==> src/rtl/ctrl_packet_scheduler.sv <==
// ctrl_packet_scheduler
//
// Builds 4-byte control packets (SYNC_BYTE, steering, button, checksum) and
// streams them to a UART transmit path with a valid/ready handshake.
// A packet is requested by the periodic tick or by a change of the button
// vector. Requests arriving while a packet is in flight merge into one
// follow-up packet.
//
// Optional build macro: DEBOUNCE_EN
//   defined   -> each button bit passes through a DEB_CYCLES stability filter
//                before change detection and snapshotting
//   undefined -> raw btn_in_i is used and DEB_CYCLES has no effect
//
// Ports
//   fab_clk_i      fabric clock, all logic on its rising edge
//   fab_rst_i      synchronous active-high reset
//   steer_in_i     ADC steering sample
//   steer_valid_i  loads steer_in_i into the steering register
//   btn_in_i       button levels, already synchronised to fab_clk_i
//   tx_data_o      byte to UART, 8'h00 while tx_valid_o is low
//   tx_valid_o     tx_data_o valid
//   tx_ready_i     UART accepts the byte when tx_valid_o is also high
//   busy_o         high whenever the scheduler is not idle
//   pkt_count_o    completed packet count, wraps 255 -> 0
//
// state   | meaning
// --------+-----------------------------------------------------
// S_IDLE  | waiting for a pending request
// S_LATCH | snapshot steering register and button vector
// S_SYNC  | presenting SYNC_BYTE
// S_STEER | presenting steering snapshot
// S_BTN   | presenting {6'b0, button snapshot}
// S_CSUM  | presenting checksum; handshake completes the packet

module ctrl_packet_scheduler #(
    parameter int unsigned TICK_DIV   = 50000,
    parameter logic [7:0]  SYNC_BYTE  = 8'hA5,
    parameter int unsigned DEB_CYCLES = 1000
) (
    input  logic       fab_clk_i,
    input  logic       fab_rst_i,
    input  logic [7:0] steer_in_i,
    input  logic       steer_valid_i,
    input  logic [1:0] btn_in_i,
    output logic [7:0] tx_data_o,
    output logic       tx_valid_o,
    input  logic       tx_ready_i,
    output logic       busy_o,
    output logic [7:0] pkt_count_o
);

    localparam int unsigned CNT_W = $clog2(TICK_DIV);

    typedef enum logic [2:0] {
        S_IDLE,
        S_LATCH,
        S_SYNC,
        S_STEER,
        S_BTN,
        S_CSUM
    } state_t;

    state_t           state_q, state_d;
    logic [CNT_W-1:0] tick_cnt_q, tick_cnt_d;
    logic             tick;
    logic             pending_q, pending_d;
    logic [7:0]       steer_q, steer_d;
    logic [7:0]       snap_steer_q, snap_steer_d;
    logic [1:0]       snap_btn_q, snap_btn_d;
    logic [1:0]       btn_prev_q;
    logic [1:0]       btn_cur;
    logic             btn_change;
    logic [7:0]       pkt_count_q, pkt_count_d;
    logic [7:0]       csum;
    logic             leave_idle;
    logic             pkt_done;

    // ------------------------------------------------------------------
    // Button conditioning
    // ------------------------------------------------------------------
`ifdef DEBOUNCE_EN
    localparam int unsigned DEB_W = (DEB_CYCLES > 1) ? $clog2(DEB_CYCLES) : 1;

    logic [1:0]            deb_q, deb_d;
    logic [1:0][DEB_W-1:0] deb_cnt_q, deb_cnt_d;

    // The counter tracks how many consecutive samples have disagreed with the
    // filtered value; any agreeing sample restarts the window.
    always_comb begin
        deb_d     = deb_q;
        deb_cnt_d = deb_cnt_q;
        for (int b = 0; b < 2; b++) begin
            if (btn_in_i[b] != deb_q[b]) begin
                if (deb_cnt_q[b] == DEB_W'(DEB_CYCLES - 1)) begin
                    deb_d[b]     = btn_in_i[b];
                    deb_cnt_d[b] = '0;
                end else begin
                    deb_cnt_d[b] = deb_cnt_q[b] + 1'b1;
                end
            end else begin
                deb_cnt_d[b] = '0;
            end
        end
    end

    always_ff @(posedge fab_clk_i) begin
        if (fab_rst_i) begin
            deb_q     <= 2'b00;
            deb_cnt_q <= '0;
        end else begin
            deb_q     <= deb_d;
            deb_cnt_q <= deb_cnt_d;
        end
    end

    assign btn_cur = deb_q;
`else
    assign btn_cur = btn_in_i;
`endif

    assign btn_change = (btn_cur != btn_prev_q);

    // ------------------------------------------------------------------
    // Tick counter and request tracking
    // ------------------------------------------------------------------
    assign tick       = (tick_cnt_q == CNT_W'(TICK_DIV - 1));
    assign tick_cnt_d = tick ? '0 : tick_cnt_q + 1'b1;

    // A new event in the same cycle as the IDLE->LATCH clear must survive,
    // so the set terms are applied after the clear.
    assign pending_d = (pending_q & ~leave_idle) | tick | btn_change;

    assign steer_d      = steer_valid_i ? steer_in_i : steer_q;
    assign snap_steer_d = (state_q == S_LATCH) ? steer_q : snap_steer_q;
    assign snap_btn_d   = (state_q == S_LATCH) ? btn_cur : snap_btn_q;
    assign pkt_count_d  = pkt_done ? pkt_count_q + 8'd1 : pkt_count_q;

    assign csum = SYNC_BYTE + snap_steer_q + {6'b000000, snap_btn_q};

    // ------------------------------------------------------------------
    // FSM
    // ------------------------------------------------------------------
    always_ff @(posedge fab_clk_i) begin
        if (fab_rst_i) begin
            state_q <= S_IDLE;
        end else begin
            state_q <= state_d;
        end
    end

    always_comb begin
        state_d    = state_q;
        tx_valid_o = 1'b0;
        tx_data_o  = 8'h00;
        leave_idle = 1'b0;
        pkt_done   = 1'b0;
        case (state_q)
            S_IDLE: begin
                if (pending_q) begin
                    state_d    = S_LATCH;
                    leave_idle = 1'b1;
                end
            end
            S_LATCH: begin
                state_d = S_SYNC;
            end
            S_SYNC: begin
                tx_valid_o = 1'b1;
                tx_data_o  = SYNC_BYTE;
                if (tx_ready_i) state_d = S_STEER;
            end
            S_STEER: begin
                tx_valid_o = 1'b1;
                tx_data_o  = snap_steer_q;
                if (tx_ready_i) state_d = S_BTN;
            end
            S_BTN: begin
                tx_valid_o = 1'b1;
                tx_data_o  = {6'b000000, snap_btn_q};
                if (tx_ready_i) state_d = S_CSUM;
            end
            S_CSUM: begin
                tx_valid_o = 1'b1;
                tx_data_o  = csum;
                if (tx_ready_i) begin
                    state_d  = S_IDLE;
                    pkt_done = 1'b1;
                end
            end
            default: begin
                state_d = S_IDLE;
            end
        endcase
    end

    // ------------------------------------------------------------------
    // Datapath registers
    // ------------------------------------------------------------------
    always_ff @(posedge fab_clk_i) begin
        if (fab_rst_i) begin
            tick_cnt_q   <= '0;
            pending_q    <= 1'b0;
            steer_q      <= 8'h80;
            snap_steer_q <= 8'h00;
            snap_btn_q   <= 2'b00;
            btn_prev_q   <= 2'b00;
            pkt_count_q  <= 8'h00;
        end else begin
            tick_cnt_q   <= tick_cnt_d;
            pending_q    <= pending_d;
            steer_q      <= steer_d;
            snap_steer_q <= snap_steer_d;
            snap_btn_q   <= snap_btn_d;
            btn_prev_q   <= btn_cur;
            pkt_count_q  <= pkt_count_d;
        end
    end

    assign busy_o      = (state_q != S_IDLE);
    assign pkt_count_o = pkt_count_q;

endmodule

==> config.mk <==
export PLATFORM = sky130hd
export DESIGN_NAME = ctrl_packet_scheduler
export DESIGN_NICKNAME = d
export VERILOG_FILES = /design/src/rtl/ctrl_packet_scheduler.sv
export SDC_FILE = /design/constraint.sdc
export NUM_CORES = 1
export LEC_CHECK = 0
export CAP_MARGIN = 0
export CELL_PAD_IN_SITES_DETAIL_PLACEMENT = 1
export CELL_PAD_IN_SITES_GLOBAL_PLACEMENT = 1
export CORE_MARGIN = 1.5
export CORE_UTILIZATION = 33
export CTS_CLUSTER_DIAMETER = 50
export DETAILED_ROUTE_END_ITERATION = 10
export HOLD_SLACK_MARGIN = 0.12
export PLACE_DENSITY = 0.68
export SKIP_LAST_GASP = 1
export SYNTH_ARGS = -nofsm -noshare
export SYNTH_HDL_FRONTEND = slang
export SYNTH_SLANG_ARGS = --single-unit
export TNS_END_PERCENT = 50
==> constraint.sdc <==
create_clock -name fab_clk_i -period 2.3 [get_ports fab_clk_i]
set_input_delay 0.23 -clock fab_clk_i [delete_from_list [all_inputs] [get_ports fab_clk_i]]
set_output_delay 0.23 -clock fab_clk_i [all_outputs]
set_load 0.005 [all_outputs]
==> flow_metrics.tcl <==
set metrics [dict create \
    critical_path_class "register to primary output" \
    syn_area_um2 2300 \
    holdPathStages 1 \
    slowest_stage "dfxtp_1" \
    cap_viol_max_count 0 \
    synth_top_area_share_pct 41.7 \
    overflow 0 \
    end_kind "primary output" \
    syn_nets 285 \
    met2_length_mm 2.44 \
    cts-root-buf "clkbuf_8" \
    final_cell_mix "nor2_1 (54), dfxtp_1 (47), clkdlybuf4s50_1 (25)" \
    rrSetupSlack_ps 510 \
    violations "setup timing" \
    hold_viol 0 \
    ys_seq_area_share_pct 41.7 \
    cp_max_fo 4 \
    fin_ws_ps -27.2 \
    die_h_um 86.6 \
    coreArea_um2 6760 \
    vias 1938 \
    worstPathCellList "buf_4, ha_1, nand2b_1, a21oi_1, or2_2, a221o_1, dlygate4sd2_1" \
    rows 30 \
    m1WireLength_mm 2.58 \
    antenna_found_initial 0 \
    drive_gt1_share_pct 11.6 \
    drt-pass1-iter-count 4 \
    power_mw 1.81 \
    route.detailed.drc 0 \
    hp-class "register to register" \
    skew_ps 6.97 \
    timing.final.crit_share_pct 101 \
    grt_max_degree 20 \
    yosysTopAreaCell "dfxtp_1" \
    relSlewSlack_pct 65.9 \
    max_stage_delay_ps 320 \
    synth_seq_cells 48 \
    mostFrequentLayoutCell "nor2_1" \
    yosysUniqueCellTypes 45 \
    cts.sinks 48 \
    fp.dieW_um 86.6 \
    setup_violations 1 \
    timing.fmax_mhz 430 \
    dieArea_um2 7490 \
    dp_cells 374 \
    grt_pass1_wl_mm 8.67 \
    synthArstFlopShare_pct 0 \
    cts.clk_slew.worst_paths_ps 90 \
    cp_num_buf_inv 2 \
    cts_tree "yes" \
    holdCritStartpoint "tick_cnt_q[0]" \
    diodes 0 \
    worstSetupStartpointType "register" \
    hold_end "tick_cnt_q[0]" \
    start_util_pct 34.1 \
    synthFlopType "dfxtp_1" \
    portBuffers 31 \
    fin_cells 383 \
    area_growth_pct 26.2 \
    cts_made_buffers 5 \
    track_usage_pct 14.5 \
    rr_endpoint "tick_cnt_q[7]" \
    htreeDepth 2 \
    synth_cells 265 \
    report.final.slew_viol_count 0 \
    required_ps 2070 \
    vias_per_cell 5.06 \
    worstPathArrival_ps 2100 \
    p_leak_nw 1.13 \
    insertion_delay_ps 290 \
    tns_ps -27.2 \
    antenna_left 0 \
    drt_iter0_markers 58 \
    holdWs_ps 468 \
    avgSynthCellArea_um2 8.70 \
    wl_met3_um 135 \
    dr.max_layer_used "met4" \
    routedWlPerCell_um 13.6 \
    ir_drop_mv 0.400 \
    critical_path.top_delay_family "simple AND/OR/NAND/NOR gates" \
    postLayoutCoreUtil_pct 43.0 \
    reg2regPathDepth 4 \
    yosysWarnings 0 \
    synth_edf_count 0 \
    dp_hpwl_mm 3.75 \
    ys_top_cells_by_area "dfxtp_1 (42%), nor2_1 (9.0%), mux2i_1 (5.6%)" \
    r2r_start "tick_cnt_q[11]" \
    tightest_slew_ps 511 \
    p_per_area_nw_per_um2 622 \
    clock_path_buffers 2 \
    io_pins 32 \
    wl_mm 5.22 \
    grt_pass1_vias 1797 \
    status "finished with violations" \
    rsz0062_at_grt "true" \
    gp_routability_congestion 0.774 \
    min_period_ps 2330 \
    nets 323 \
]
worst max path at each step:
stage	startpoint	endpoint	slack, ps	cells after the start
floorplan	snap_steer_q[0]	tx_data_o[6]	440	7
detailed placement	snap_btn_q[0]	tx_data_o[6]	-50	8
CTS	snap_steer_q[1]	tx_data_o[3]	-120	8
global route	snap_steer_q[1]	tx_data_o[7]	-150	7
global placement	snap_steer_q[0]	tx_data_o[6]	-10	8
finish	snap_steer_q[1]	tx_data_o[7]	-30	7
sequential cells by signal, indices dropped and copies added (netlist names):
signal	flops
btn_prev_q	2
pending_q	1
pkt_count_o	8
snap_btn_q	2
snap_steer_q	8
state_q	3
steer_q	8
tick_cnt_q	16
cells in the mapped netlist (2+ instances only):
cell type / count
a211o_1: 2
a211oi_1: 2
a21boi_0: 3
a21oi_1: 11
buf_2: 2
clkbuf_1: 12
dfxtp_1: 48
ha_1: 5
inv_1: 9
mux2i_1: 13
nand2_1: 10
nand2b_1: 5
nand3_1: 12
nand4_1: 5
nor2_1: 55
nor2b_1: 4
nor3_1: 4
nor4_1: 4
o21ai_0: 9
o221ai_1: 2
or3_1: 2
xnor2_1: 14
xor2_1: 10
through the flow:
stage / setup slack [ps] / instance area (µm²)
2_1_floorplan: 439 / 2300
4_1_cts: -118 / 2890
3_5_place_dp: -48.8 / 2740
5_1_grt: -155 / 2910
6_report: -27.2 / 2910
3_3_place_gp: -9.99 / 2740
layer usage:
metal | up-vias | track usage [%]
li1 | 978 | -
met1 | 928 | 19.3
met2 | 26 | 23.8
met3 | 6 | 2.95
met4 | 0 | 4.55
met5 | - | 0
layout make-up:
type	count	area, µm²
multi-input combinational	193	1260
sequential	48	962
tap	80	100
clock buffer	5	68.8
inverter	9	33.8
clock inverter	2	60.1
fill	802	3850
timing repair buffer	46	419
power breakdown:
group          switching [mW]  internal, mW  leakage (nW)
Sequential             0.0230         0.860         0.391
Clock                   0.271         0.428        0.0642
Combinational           0.110         0.117         0.670
logic make-up (layout without fill, tap and decap cells):
logic type	Yosys count	count (layout)	share of synthesized area, %
flops	48	48	41.7
xor+xnor	24	24	9.12
mux	13	13	5.65
buf+inv	24	62	4.51
simple gates	114	114	25.4
compound gates	36	36	10.1
fa+ha+maj	6	6	3.58
repair_timing:
item,4_1_cts,5_1_grt
setup endpoints to repair,7,7
buffers inserted,2,0
gates resized for setup,6,14
pin swaps,0,6
hold buffers,0,0
hold endpoints to repair,0,0
No activity file was read; power rests on OpenSTA's default activity.
